[config.mk]
export PLATFORM = sky130hd
export DESIGN_NAME = rocev2_top_hls_deadlock_reporter
export DESIGN_NICKNAME = d
export VERILOG_FILES = /design/src/rtl/rocev2_deadlock_pkg.sv /design/src/rtl/rocev2_top_hls_deadlock_tsc.sv /design/src/rtl/rocev2_top_hls_deadlock_reporter.sv
export SDC_FILE = /design/constraint.sdc
export NUM_CORES = 1
export LEC_CHECK = 0
export CAP_MARGIN = 20
export CELL_PAD_IN_SITES_DETAIL_PLACEMENT = 0
export CELL_PAD_IN_SITES_GLOBAL_PLACEMENT = 2
export CORE_UTILIZATION = 30
export DETAILED_ROUTE_END_ITERATION = 10
export PLACE_DENSITY = 0.75
export SKIP_LAST_GASP = 1
export SLEW_MARGIN = 25
export SYNTH_ARGS = -nofsm -noshare
export SYNTH_HDL_FRONTEND = slang
export SYNTH_SLANG_ARGS = --single-unit
[constraint.sdc]
create_clock -name clock -period 5.7 [get_ports clock]
set_input_delay 0.855 -clock clock [delete_from_list [all_inputs] [get_ports clock]]
set_output_delay 0.855 -clock clock [all_outputs]
set_load 0.02 [all_outputs]
[src/rtl/rocev2_deadlock_pkg.sv]
// Shared types and default sizing for the HLS deadlock reporter.
package rocev2_deadlock_pkg;

    typedef enum logic [1:0] {
        IDLE         = 2'd0,
        QUALIFY      = 2'd1,
        REPORT       = 2'd2,
        WAIT_RELEASE = 2'd3
    } dl_state_t;

    localparam int DEF_NUM_PROC    = 55;
    localparam int DEF_NUM_AXIS    = 10;
    localparam int DEF_QUAL_CYCLES = 16;
    localparam int DEF_TS_W        = 32;
    localparam int DEF_CNT_W       = 8;

    // Wide enough to hold QUAL_CYCLES itself, so 1..65535 all fit.
    function automatic int qual_cnt_width(input int qual_cycles);
        return $clog2(qual_cycles + 1);
    endfunction

    localparam int DEF_QUAL_W = qual_cnt_width(DEF_QUAL_CYCLES);

endpackage

[src/rtl/rocev2_top_hls_deadlock_tsc.sv]
// Free-running timestamp counter; wraps naturally at 2^TS_W.
module rocev2_top_hls_deadlock_tsc #(
    parameter int TS_W = 32
) (
    input  logic            clock,
    input  logic            reset_n,
    output logic [TS_W-1:0] ts
);

    always_ff @(posedge clock or negedge reset_n) begin
        if (!reset_n) begin
            ts <= '0;
        end else begin
            ts <= ts + TS_W'(1);
        end
    end

endmodule

[src/rtl/rocev2_top_hls_deadlock_reporter.sv]
// Qualifies the monitor's block flag, snapshots the block vectors with a
// timestamp, and presents one report per deadlock episode plus a sticky IRQ.
module rocev2_top_hls_deadlock_reporter
    import rocev2_deadlock_pkg::*;
#(
    parameter int NUM_PROC    = DEF_NUM_PROC,
    parameter int NUM_AXIS    = DEF_NUM_AXIS,
    parameter int QUAL_CYCLES = DEF_QUAL_CYCLES,
    parameter int TS_W        = DEF_TS_W,
    parameter int CNT_W       = DEF_CNT_W
) (
    input  logic                clock,
    input  logic                reset_n,
    input  logic                block_in,
    input  logic [NUM_PROC-1:0] inst_block_sigs,
    input  logic [NUM_AXIS-1:0] axis_block_sigs,
    output logic                report_valid,
    input  logic                report_ready,
    output logic [NUM_PROC-1:0] report_proc_vec,
    output logic [NUM_AXIS-1:0] report_axis_vec,
    output logic [TS_W-1:0]     report_ts,
    output logic [CNT_W-1:0]    event_count,
    output logic                deadlock_irq,
    input  logic                irq_clear,
    output logic [1:0]          dbg_state
);

    localparam int              QW        = qual_cnt_width(QUAL_CYCLES);
    localparam logic [QW-1:0]   QUAL_LAST = QW'(QUAL_CYCLES - 1);
    localparam logic [CNT_W-1:0] CNT_MAX  = '1;

    dl_state_t       state, state_nxt;
    logic [QW-1:0]   qual_cnt, qual_nxt;
    logic            capture;
    logic [TS_W-1:0] ts_now;

    rocev2_top_hls_deadlock_tsc #(
        .TS_W (TS_W)
    ) u_tsc (
        .clock   (clock),
        .reset_n (reset_n),
        .ts      (ts_now)
    );

    always_ff @(posedge clock or negedge reset_n) begin
        if (!reset_n) begin
            state    <= IDLE;
            qual_cnt <= '0;
        end else begin
            state    <= state_nxt;
            qual_cnt <= qual_nxt;
        end
    end

    // Report handshake: a transfer happens on an edge where report_valid and
    // report_ready are both high. report_valid is decoded from the registered
    // state only, so report_ready never reaches it combinationally.
    always_comb begin
        state_nxt = state;
        qual_nxt  = qual_cnt;
        capture   = 1'b0;
        case (state)
            IDLE: begin
                if (block_in) begin
                    if (QUAL_CYCLES == 1) begin
                        capture   = 1'b1;
                        state_nxt = REPORT;
                    end else begin
                        qual_nxt  = QW'(1);
                        state_nxt = QUALIFY;
                    end
                end
            end
            QUALIFY: begin
                if (!block_in) begin
                    qual_nxt  = '0;
                    state_nxt = IDLE;
                end else if (qual_cnt == QUAL_LAST) begin
                    capture   = 1'b1;
                    qual_nxt  = '0;
                    state_nxt = REPORT;
                end else begin
                    qual_nxt = qual_cnt + QW'(1);
                end
            end
            REPORT: begin
                if (report_ready) begin
                    state_nxt = block_in ? WAIT_RELEASE : IDLE;
                end
            end
            WAIT_RELEASE: begin
                if (!block_in) begin
                    state_nxt = IDLE;
                end
            end
            default: state_nxt = IDLE;
        endcase
    end

    always_ff @(posedge clock or negedge reset_n) begin
        if (!reset_n) begin
            report_proc_vec <= '0;
            report_axis_vec <= '0;
            report_ts       <= '0;
            event_count     <= '0;
        end else if (capture) begin
            report_proc_vec <= inst_block_sigs;
            report_axis_vec <= axis_block_sigs;
            report_ts       <= ts_now;
            if (event_count != CNT_MAX) begin
                event_count <= event_count + CNT_W'(1);
            end
        end
    end

    // A capture on the same edge as irq_clear leaves the interrupt set.
    always_ff @(posedge clock or negedge reset_n) begin
        if (!reset_n) begin
            deadlock_irq <= 1'b0;
        end else if (capture) begin
            deadlock_irq <= 1'b1;
        end else if (irq_clear) begin
            deadlock_irq <= 1'b0;
        end
    end

    assign report_valid = (state == REPORT);
    assign dbg_state    = state;

endmodule

==> run_summary.xml, run 1 <==
<?xml version="1.0" encoding="UTF-8"?>
<metrics>
  <group name="timing">
    <metric name="final_tns_setup" unit="ps">0</metric>
    <metric name="finalSetupViolCount" unit="">0</metric>
    <metric name="min_period" unit="ps">2940</metric>
    <metric name="timing.slew.headroom" unit="">0.390</metric>
    <metric name="postLayoutSetupSlackWorst" unit="ps">2760</metric>
    <metric name="fin_crit_sh" unit="">0.516</metric>
    <metric name="fmax" unit="MHz">340</metric>
    <metric name="drv_slew" unit="">0</metric>
    <metric name="grt_setup_unrepaired" unit="">no</metric>
    <metric name="finalHoldViolCount" unit="">0</metric>
    <metric name="worst_slew_pin_tran" unit="ps">916</metric>
    <metric name="timing.clock.skew" unit="ps">7.48</metric>
  </group>
  <group name="yosys">
    <metric name="synthDominantCellAreaShare" unit="">0.633</metric>
    <metric name="synth_top_flop_cell" unit="">sky130_fd_sc_hd__dfrtp_1</metric>
    <metric name="synth_async_sr_flop_share" unit="">1.00</metric>
    <metric name="synth-seq-cells" unit="">145</metric>
    <metric name="ys_warn_count" unit="">0</metric>
    <metric name="yosysSeqAreaShare" unit="">0.633</metric>
    <metric name="post_synth_xor_area_fraction" unit="">0.0566</metric>
    <metric name="synth_top_family_by_area" unit="">multiplexers</metric>
    <metric name="post_synth_num_cell_types" unit="">35</metric>
    <metric name="yosysTopAreaCell" unit="">sky130_fd_sc_hd__dfrtp_1</metric>
    <metric name="yosys.area_share.adder" unit="">0.00655</metric>
    <metric name="synth_fp_nets" unit="">470</metric>
    <metric name="postSynthCellCount" unit="">397</metric>
    <metric name="postSynthAreaPerCell" unit="sq um">14.4</metric>
    <metric name="most_frequent_cell_after_synthesis" unit="">sky130_fd_sc_hd__dfrtp_1</metric>
    <metric name="synth-edff-count" unit="">0</metric>
    <metric name="synth_compound_gate_area_share" unit="">0.0153</metric>
    <metric name="synth_simple_gate_area_share" unit="">0.0803</metric>
    <metric name="cell_area_after_synthesis" unit="sq mm">0.00573</metric>
    <metric name="synth.top_cells.by_area" unit="">sky130_fd_sc_hd__dfrtp_1 (63%), sky130_fd_sc_hd__mux2_2 (19%), sky130_fd_sc_hd__xnor2_1 (3.2%)</metric>
    <metric name="synth.area.mux_share" unit="">0.194</metric>
    <metric name="synth_top_cells_by_count" unit="">sky130_fd_sc_hd__dfrtp_1 (145), sky130_fd_sc_hd__mux2_2 (98), sky130_fd_sc_hd__xnor2_1 (21), sky130_fd_sc_hd__nand2_1 (16), sky130_fd_sc_hd__xor2_1 (16)</metric>
  </group>
  <group name="die">
    <metric name="initial_core_utilization" unit="">0.306</metric>
    <metric name="dieWidth" unit="um">140</metric>
    <metric name="floorplan.io_pins" unit="">179</metric>
    <metric name="rows" unit="">50</metric>
    <metric name="die_h" unit="um">140</metric>
    <metric name="dieArea" unit="sq mm">0.0197</metric>
    <metric name="placeableCoreArea" unit="sq mm">0.0187</metric>
  </group>
  <group name="power_and_ir_drop">
    <metric name="power_density" unit="mW/mm^2">263</metric>
    <metric name="p_leak" unit="nW">3.86</metric>
    <metric name="total_power" unit="mW">2.20</metric>
    <metric name="ir_drop" unit="V">0.000188</metric>
  </group>
  <group name="final_layout">
    <metric name="finish.net_count" unit="">657</metric>
    <metric name="fillerInstances" unit="">1677</metric>
    <metric name="utilization_after_layout" unit="">0.446</metric>
    <metric name="final-instance-count-excl-fill" unit="">829</metric>
    <metric name="syn_to_final_growth" unit="%">45.7</metric>
    <metric name="antennaDiodeCount" unit="">0</metric>
    <metric name="layout-drive-gt1-share" unit="">0.229</metric>
  </group>
  <group name="clocking">
    <metric name="cts_buffer_count" unit="">17</metric>
    <metric name="tritoncts_num_sinks" unit="">145</metric>
    <metric name="clock_pin_slew_on_the_worst_setup_and_hold_paths" unit="ps">60</metric>
    <metric name="clock-root-buffer" unit="">sky130_fd_sc_hd__clkbuf_16</metric>
    <metric name="hold_buffers" unit="">0</metric>
    <metric name="tritoncts" unit="">built</metric>
    <metric name="cts_resized" unit="">0</metric>
    <metric name="post_cts_buffers" unit="">0</metric>
    <metric name="clk-insertion-delay-late" unit="ps">410</metric>
    <metric name="cts-htree-levels" unit="">4</metric>
    <metric name="clock_tree.buffer_depth" unit="">2</metric>
  </group>
  <group name="global_route">
    <metric name="global_route.usage.total" unit="">0.136</metric>
    <metric name="grt_pass1_wl" unit="um">20900</metric>
    <metric name="gr-total-overflow" unit="">0</metric>
    <metric name="grt_start_max_net_pins" unit="">98</metric>
    <metric name="number_of_global_route_vias_before_repair" unit="">3968</metric>
    <metric name="number_of_antenna_violations_at_the_first_check_in_global_routing" unit="">0</metric>
  </group>
  <group name="drt">
    <metric name="firstDrtPassIters" unit="">4</metric>
    <metric name="drt_drc_violations_left" unit="">0</metric>
    <metric name="drt-vias-per-instance" unit="">4.58</metric>
    <metric name="antenna_violating_nets_post_route" unit="">0</metric>
    <metric name="drt-total-wl" unit="um">12700</metric>
    <metric name="dr_total_vias" unit="">3797</metric>
    <metric name="post_dr_wirelength_cell" unit="um">15.3</metric>
    <metric name="drt_iter0_drc" unit="">144</metric>
  </group>
  <group name="placement">
    <metric name="detailedPlace.worstSlack" unit="ps">2260</metric>
    <metric name="gpl.final_weighted_congestion" unit="">0.722</metric>
    <metric name="placed_insts" unit="">799</metric>
    <metric name="io_buffers" unit="">178</metric>
    <metric name="dpl.hpwl" unit="um">8730</metric>
  </group>
  <group name="run">
    <metric name="timing.max_cap.violations" unit="">0</metric>
  </group>
  <group name="critical_path">
    <metric name="cp.required" unit="ps">5990</metric>
    <metric name="cp_startpoint_kind" unit="">input port</metric>
    <metric name="type_of_destination_of_the_critical_path" unit="">flip-flop</metric>
    <metric name="path_max_fanout" unit="">37</metric>
    <metric name="ws_path_type" unit="">in2reg</metric>
    <metric name="arrival" unit="ps">3230</metric>
  </group>
  <group name="status">
    <metric name="result_of_the_run" unit="">complete, no violations</metric>
  </group>
  <group name="hold_path">
    <metric name="holdCritPathClass" unit="">reg2reg</metric>
  </group>
</metrics>
==> final timing paths <==
| path | startpoint | end | slack [ps] | depth (start not counted) |
|---|---|---|---|---|
| setup / recovery | block_in | report_proc_vec[41]$_DFFE_PN0P_ | 2760 | 5 |
| hold / removal | u_tsc.ts[31]$_DFF_PN0_ | u_tsc.ts[31]$_DFF_PN0_ | 470 | 1 |
| setup reg to reg | qual_cnt[0]$_DFFE_PN0P_ | report_proc_vec[41]$_DFFE_PN0P_ | 2930 | 5 |
| hold reg to reg | u_tsc.ts[31]$_DFF_PN0_ | u_tsc.ts[31]$_DFF_PN0_ | 470 | 1 |
| max in group asynchronous | reset_n | report_proc_vec[0]$_DFFE_PN0P_ | 3940 | 2 |
| min in group asynchronous | reset_n | report_ts[29]$_DFFE_PN0P_ | 520 | 1 |
==> cells by family (layout without fill, tap and decap cells) <==
| logic type | after synthesis | count (layout) |
|---|---|---|
| compound gates | 13 | 13 |
| simple gates | 83 | 83 |
| flops | 145 | 145 |
| xor+xnor | 37 | 37 |
| buf+inv | 17 | 215 |
| fa+ha+maj | 3 | 3 |
| mux | 99 | 99 |
==> flip-flops by register name (all words and copies together), names as in the netlist <==
register,count
qual_cnt,5
report_axis_vec,10
report_proc_vec,55
deadlock_irq,1
u_tsc.ts,32
report_ts,32
dbg_state,2
event_count,8
==> layout by cell type (no fill, tap or decap), types with 5 or more instances in the layout <==
cell type	n
sky130_fd_sc_hd__nor3_1	5
sky130_fd_sc_hd__xnor2_1	21
sky130_fd_sc_hd__nand3_1	15
sky130_fd_sc_hd__o21ai_0	5
sky130_fd_sc_hd__nor4_1	6
sky130_fd_sc_hd__nor2_1	9
sky130_fd_sc_hd__and3_1	5
sky130_fd_sc_hd__clkdlybuf4s50_1	177
sky130_fd_sc_hd__dfrtp_1	145
sky130_fd_sc_hd__clkbuf_16	17
sky130_fd_sc_hd__xor2_1	16
sky130_fd_sc_hd__nand4_1	10
sky130_fd_sc_hd__nand2_1	16
sky130_fd_sc_hd__mux2_2	98
==> layer usage <==
metal / wire [um] / vias to the layer above / share of wire / global-route usage
met4: 155 / 0 / 0.012 / 0.0573
met1: 5900 / 1881 / 0.47 / 0.177
met3: 602 / 11 / 0.047 / 0.0315
met2: 6020 / 116 / 0.48 / 0.218
li1: - / 1789 / - / -
met5: 0 / - / 0 / 0
==> per-stage QoR <==
stage / area, sq um / hold slack [ps]
floorplan: 5730 / 436
global placement: 7770 / 457
detailed placement: 7770 / 457
CTS: 8350 / 468
global route: 8350 / 504
finish: 8350 / 467
==> critical path, cell delays in order <==
cell and delay, ps:
sky130_fd_sc_hd__clkdlybuf4s50_1 550, sky130_fd_sc_hd__nand3b_1 210, sky130_fd_sc_hd__nor2_4 650, sky130_fd_sc_hd__buf_4 550
sky130_fd_sc_hd__mux2_2 400
==> layout make-up <==
class                      count  area [sq um]  area share
clock inverter                 5          77.6     0.00929
clock buffer                  25           495      0.0593
inverter                       4          15.0     0.00180
sequential                   145          3630       0.434
timing repair buffer         181          1810       0.216
multi-input combinational    235          2040       0.244
tap                          234           293      0.0351
==> power breakdown <==
part	internal, mW	switching (mW)	total, mW	leakage, nW
Sequential	1.03	0.00326	1.04	2.01
Clock	0.685	0.401	1.09	0.279
Combinational	0.0468	0.0318	0.0786	1.57
Total	1.76	0.436	2.20	3.86
(Power assumes the default switching activity.)
==> run 2: changes to the inputs <==
==> constraint.sdc (replaced) <==
create_clock -name clock -period 2.86 [get_ports clock]
set_input_delay 0.429 -clock clock [delete_from_list [all_inputs] [get_ports clock]]
set_output_delay 0.429 -clock clock [all_outputs]
set_load 0.02 [all_outputs]
==> run 2 against run 1 <==
Compared with the run above: sequential share of layout area is 0.30 points lower; combinational power is 110% higher; final area is 0.69% higher; critical endpoint is now report_proc_vec[45]$_DFFE_PN0P_; largest power group unchanged.
==> run_summary.xml, run 2 (synthesized netlist as in run 1, its figures left out) <==
<?xml version="1.0" encoding="UTF-8"?>
<metrics>
  <group name="status">
    <metric name="result_of_the_run" unit="">complete, no violations</metric>
  </group>
  <group name="placement">
    <metric name="dpl.hpwl" unit="um">8900</metric>
    <metric name="placement.cell_area" unit="sq mm">0.00782</metric>
    <metric name="io_buffers" unit="">178</metric>
    <metric name="detailedPlace.worstSlack" unit="ps">470</metric>
    <metric name="gpl.final_weighted_congestion" unit="">0.756</metric>
  </group>
  <group name="die">
    <metric name="rows" unit="">50</metric>
    <metric name="die_h" unit="um">140</metric>
    <metric name="dieWidth" unit="um">140</metric>
    <metric name="dieArea" unit="sq mm">0.0197</metric>
    <metric name="placeableCoreArea" unit="sq mm">0.0187</metric>
    <metric name="initial_core_utilization" unit="">0.306</metric>
    <metric name="floorplan.io_pins" unit="">179</metric>
  </group>
  <group name="final_layout">
    <metric name="registers.top_by_ff_count" unit="">report_proc_vec</metric>
    <metric name="final_instance_area" unit="sq mm">0.00841</metric>
    <metric name="largest_register_ffs" unit="">55</metric>
    <metric name="mostFrequentLayoutCells" unit="">sky130_fd_sc_hd__clkdlybuf4s50_1 (177), sky130_fd_sc_hd__dfrtp_1 (145), sky130_fd_sc_hd__mux2_2 (98)</metric>
    <metric name="utilization_after_layout" unit="">0.450</metric>
    <metric name="layout-drive-gt1-share" unit="">0.238</metric>
    <metric name="antennaDiodeCount" unit="">0</metric>
    <metric name="syn_to_final_growth" unit="%">46.7</metric>
    <metric name="fillerInstances" unit="">1691</metric>
    <metric name="finish.net_count" unit="">661</metric>
    <metric name="biggestRegsByFlops" unit="">report_proc_vec (55), report_ts (32), u_tsc.ts (32)</metric>
    <metric name="final_common_cell" unit="">sky130_fd_sc_hd__clkdlybuf4s50_1</metric>
  </group>
  <group name="clocking">
    <metric name="tritoncts" unit="">built</metric>
    <metric name="tritoncts_num_sinks" unit="">145</metric>
    <metric name="clock_tree.buffer_depth" unit="">2</metric>
    <metric name="clk-insertion-delay-late" unit="ps">410</metric>
    <metric name="hold_buffers" unit="">1</metric>
    <metric name="clock_pin_slew_on_the_worst_setup_and_hold_paths" unit="ps">60</metric>
    <metric name="post_cts_buffers" unit="">0</metric>
    <metric name="cts_buffer_count" unit="">17</metric>
    <metric name="clock-root-buffer" unit="">sky130_fd_sc_hd__clkbuf_16</metric>
    <metric name="cts_resized" unit="">0</metric>
    <metric name="cts-htree-levels" unit="">4</metric>
  </group>
  <group name="power_and_ir_drop">
    <metric name="p_comb_frac" unit="">0.037</metric>
    <metric name="netSwitchingPower" unit="mW">0.919</metric>
    <metric name="share_seq_of_total_power" unit="">0.471</metric>
    <metric name="switching_share" unit="">0.210</metric>
    <metric name="power_density" unit="mW/mm^2">521</metric>
    <metric name="power.clock.fraction" unit="">0.492</metric>
    <metric name="total_power" unit="mW">4.38</metric>
    <metric name="p_leak" unit="nW">3.88</metric>
    <metric name="ir_drop" unit="V">0.000398</metric>
    <metric name="power.internal" unit="mW">3.46</metric>
  </group>
  <group name="hold_path">
    <metric name="hold_path_depth" unit="">1</metric>
    <metric name="worstHoldStart" unit="">u_tsc.ts[31]$_DFF_PN0_</metric>
    <metric name="holdCritPathClass" unit="">reg2reg</metric>
    <metric name="timing.hold.worst_endpoint" unit="">u_tsc.ts[31]$_DFF_PN0_</metric>
  </group>
  <group name="drt">
    <metric name="dr_total_vias" unit="">3780</metric>
    <metric name="antenna_violating_nets_post_route" unit="">0</metric>
    <metric name="drt_drc_violations_left" unit="">0</metric>
    <metric name="drt-total-wl" unit="um">12700</metric>
    <metric name="post_dr_wirelength_cell" unit="um">15.2</metric>
    <metric name="drt-vias-per-instance" unit="">4.53</metric>
    <metric name="drt_iter0_drc" unit="">135</metric>
    <metric name="firstDrtPassIters" unit="">4</metric>
  </group>
  <group name="critical_path">
    <metric name="cp.required" unit="ps">3150</metric>
    <metric name="arrival" unit="ps">2470</metric>
    <metric name="type_of_destination_of_the_critical_path" unit="">flip-flop</metric>
    <metric name="regToRegSetupSlack" unit="ps">670</metric>
    <metric name="ws_path_type" unit="">reg2reg</metric>
    <metric name="r2r_start" unit="">qual_cnt[0]$_DFFE_PN0P_</metric>
    <metric name="worst_r2r_path_depth" unit="">5</metric>
    <metric name="cp_startpoint_kind" unit="">flip-flop</metric>
    <metric name="reg2reg_to" unit="">report_proc_vec[45]$_DFFE_PN0P_</metric>
    <metric name="path_max_fanout" unit="">37</metric>
  </group>
  <group name="timing">
    <metric name="fin_crit_sh" unit="">0.765</metric>
    <metric name="grt_setup_unrepaired" unit="">no</metric>
    <metric name="fmax" unit="MHz">457</metric>
    <metric name="min_period" unit="ps">2190</metric>
    <metric name="finalHoldViolCount" unit="">0</metric>
    <metric name="finalSetupViolCount" unit="">0</metric>
    <metric name="timing.slew.headroom" unit="">0.513</metric>
    <metric name="final_tns_setup" unit="ps">0</metric>
    <metric name="drv_slew" unit="">0</metric>
    <metric name="timing.clock.skew" unit="ps">8.53</metric>
    <metric name="postLayoutSetupSlackWorst" unit="ps">673</metric>
    <metric name="worst_slew_pin_tran" unit="ps">724</metric>
  </group>
  <group name="global_route">
    <metric name="grt_start_max_net_pins" unit="">61</metric>
    <metric name="global_route.usage.total" unit="">0.136</metric>
    <metric name="number_of_antenna_violations_at_the_first_check_in_global_routing" unit="">0</metric>
    <metric name="number_of_global_route_vias_before_repair" unit="">3937</metric>
    <metric name="gr-total-overflow" unit="">0</metric>
    <metric name="grt_pass1_wl" unit="um">20700</metric>
  </group>
  <group name="run">
    <metric name="timing.max_cap.violations" unit="">0</metric>
  </group>
</metrics>
## run 2: cell type report
cell class	instances	area (sq um)	share of cell area
clock inverter	13	136	0.0162
multi-input combinational	235	2030	0.241
sequential	145	3630	0.431
tap	234	293	0.0348
timing repair buffer	185	1860	0.222
clock buffer	19	443	0.0527
inverter	4	15.0	0.00179
## run 2: worst max path at each step
stage,slack [ps],cells past startpoint,from,end
CTS,670,5,qual_cnt[0]$_DFFE_PN0P_,report_proc_vec[45]$_DFFE_PN0P_
finish,670,5,qual_cnt[0]$_DFFE_PN0P_,report_proc_vec[45]$_DFFE_PN0P_
global placement,550,5,block_in,report_proc_vec[18]$_DFFE_PN0P_
detailed placement,470,5,block_in,report_proc_vec[45]$_DFFE_PN0P_
floorplan,840,6,dbg_state[1]$_DFFE_PN0P_,report_proc_vec[18]$_DFFE_PN0P_
global route,540,5,qual_cnt[0]$_DFFE_PN0P_,report_proc_vec[45]$_DFFE_PN0P_
## run 2: through the flow
stage               std cells  hold slack (ps)
floorplan                 397              133
global placement          802              425
global route              835              507
CTS                       835              473
finish                    835              474
detailed placement        802              436
## run 2: metal layers
layer / vias up / share of wire / global-route usage
li1: 1795 / - / -
met1: 1859 / 0.47 / 0.184
met2: 112 / 0.46 / 0.210
met3: 14 / 0.049 / 0.0332
met4: 0 / 0.014 / 0.0509
met5: - / 0 / 0
## run 2: critical path, cell delays in order, from the launching register on
cell	delay [ps]
sky130_fd_sc_hd__dfrtp_1	400
sky130_fd_sc_hd__ha_1	240
sky130_fd_sc_hd__nand4b_1	320
sky130_fd_sc_hd__nor2_4	250
sky130_fd_sc_hd__buf_4	440
sky130_fd_sc_hd__mux2_2	400
## run 2: power groups by stage
stage          combinational (mW)  sequential (mW)  clock [mW]
2_1_floorplan              0.0157             2.10           0
3_5_place_dp                0.166             2.10           0
4_1_cts                     0.168             2.06        2.24
3_3_place_gp                0.163             2.10           0
5_1_grt                     0.179             2.06        2.32
6_report                    0.163             2.06        2.15
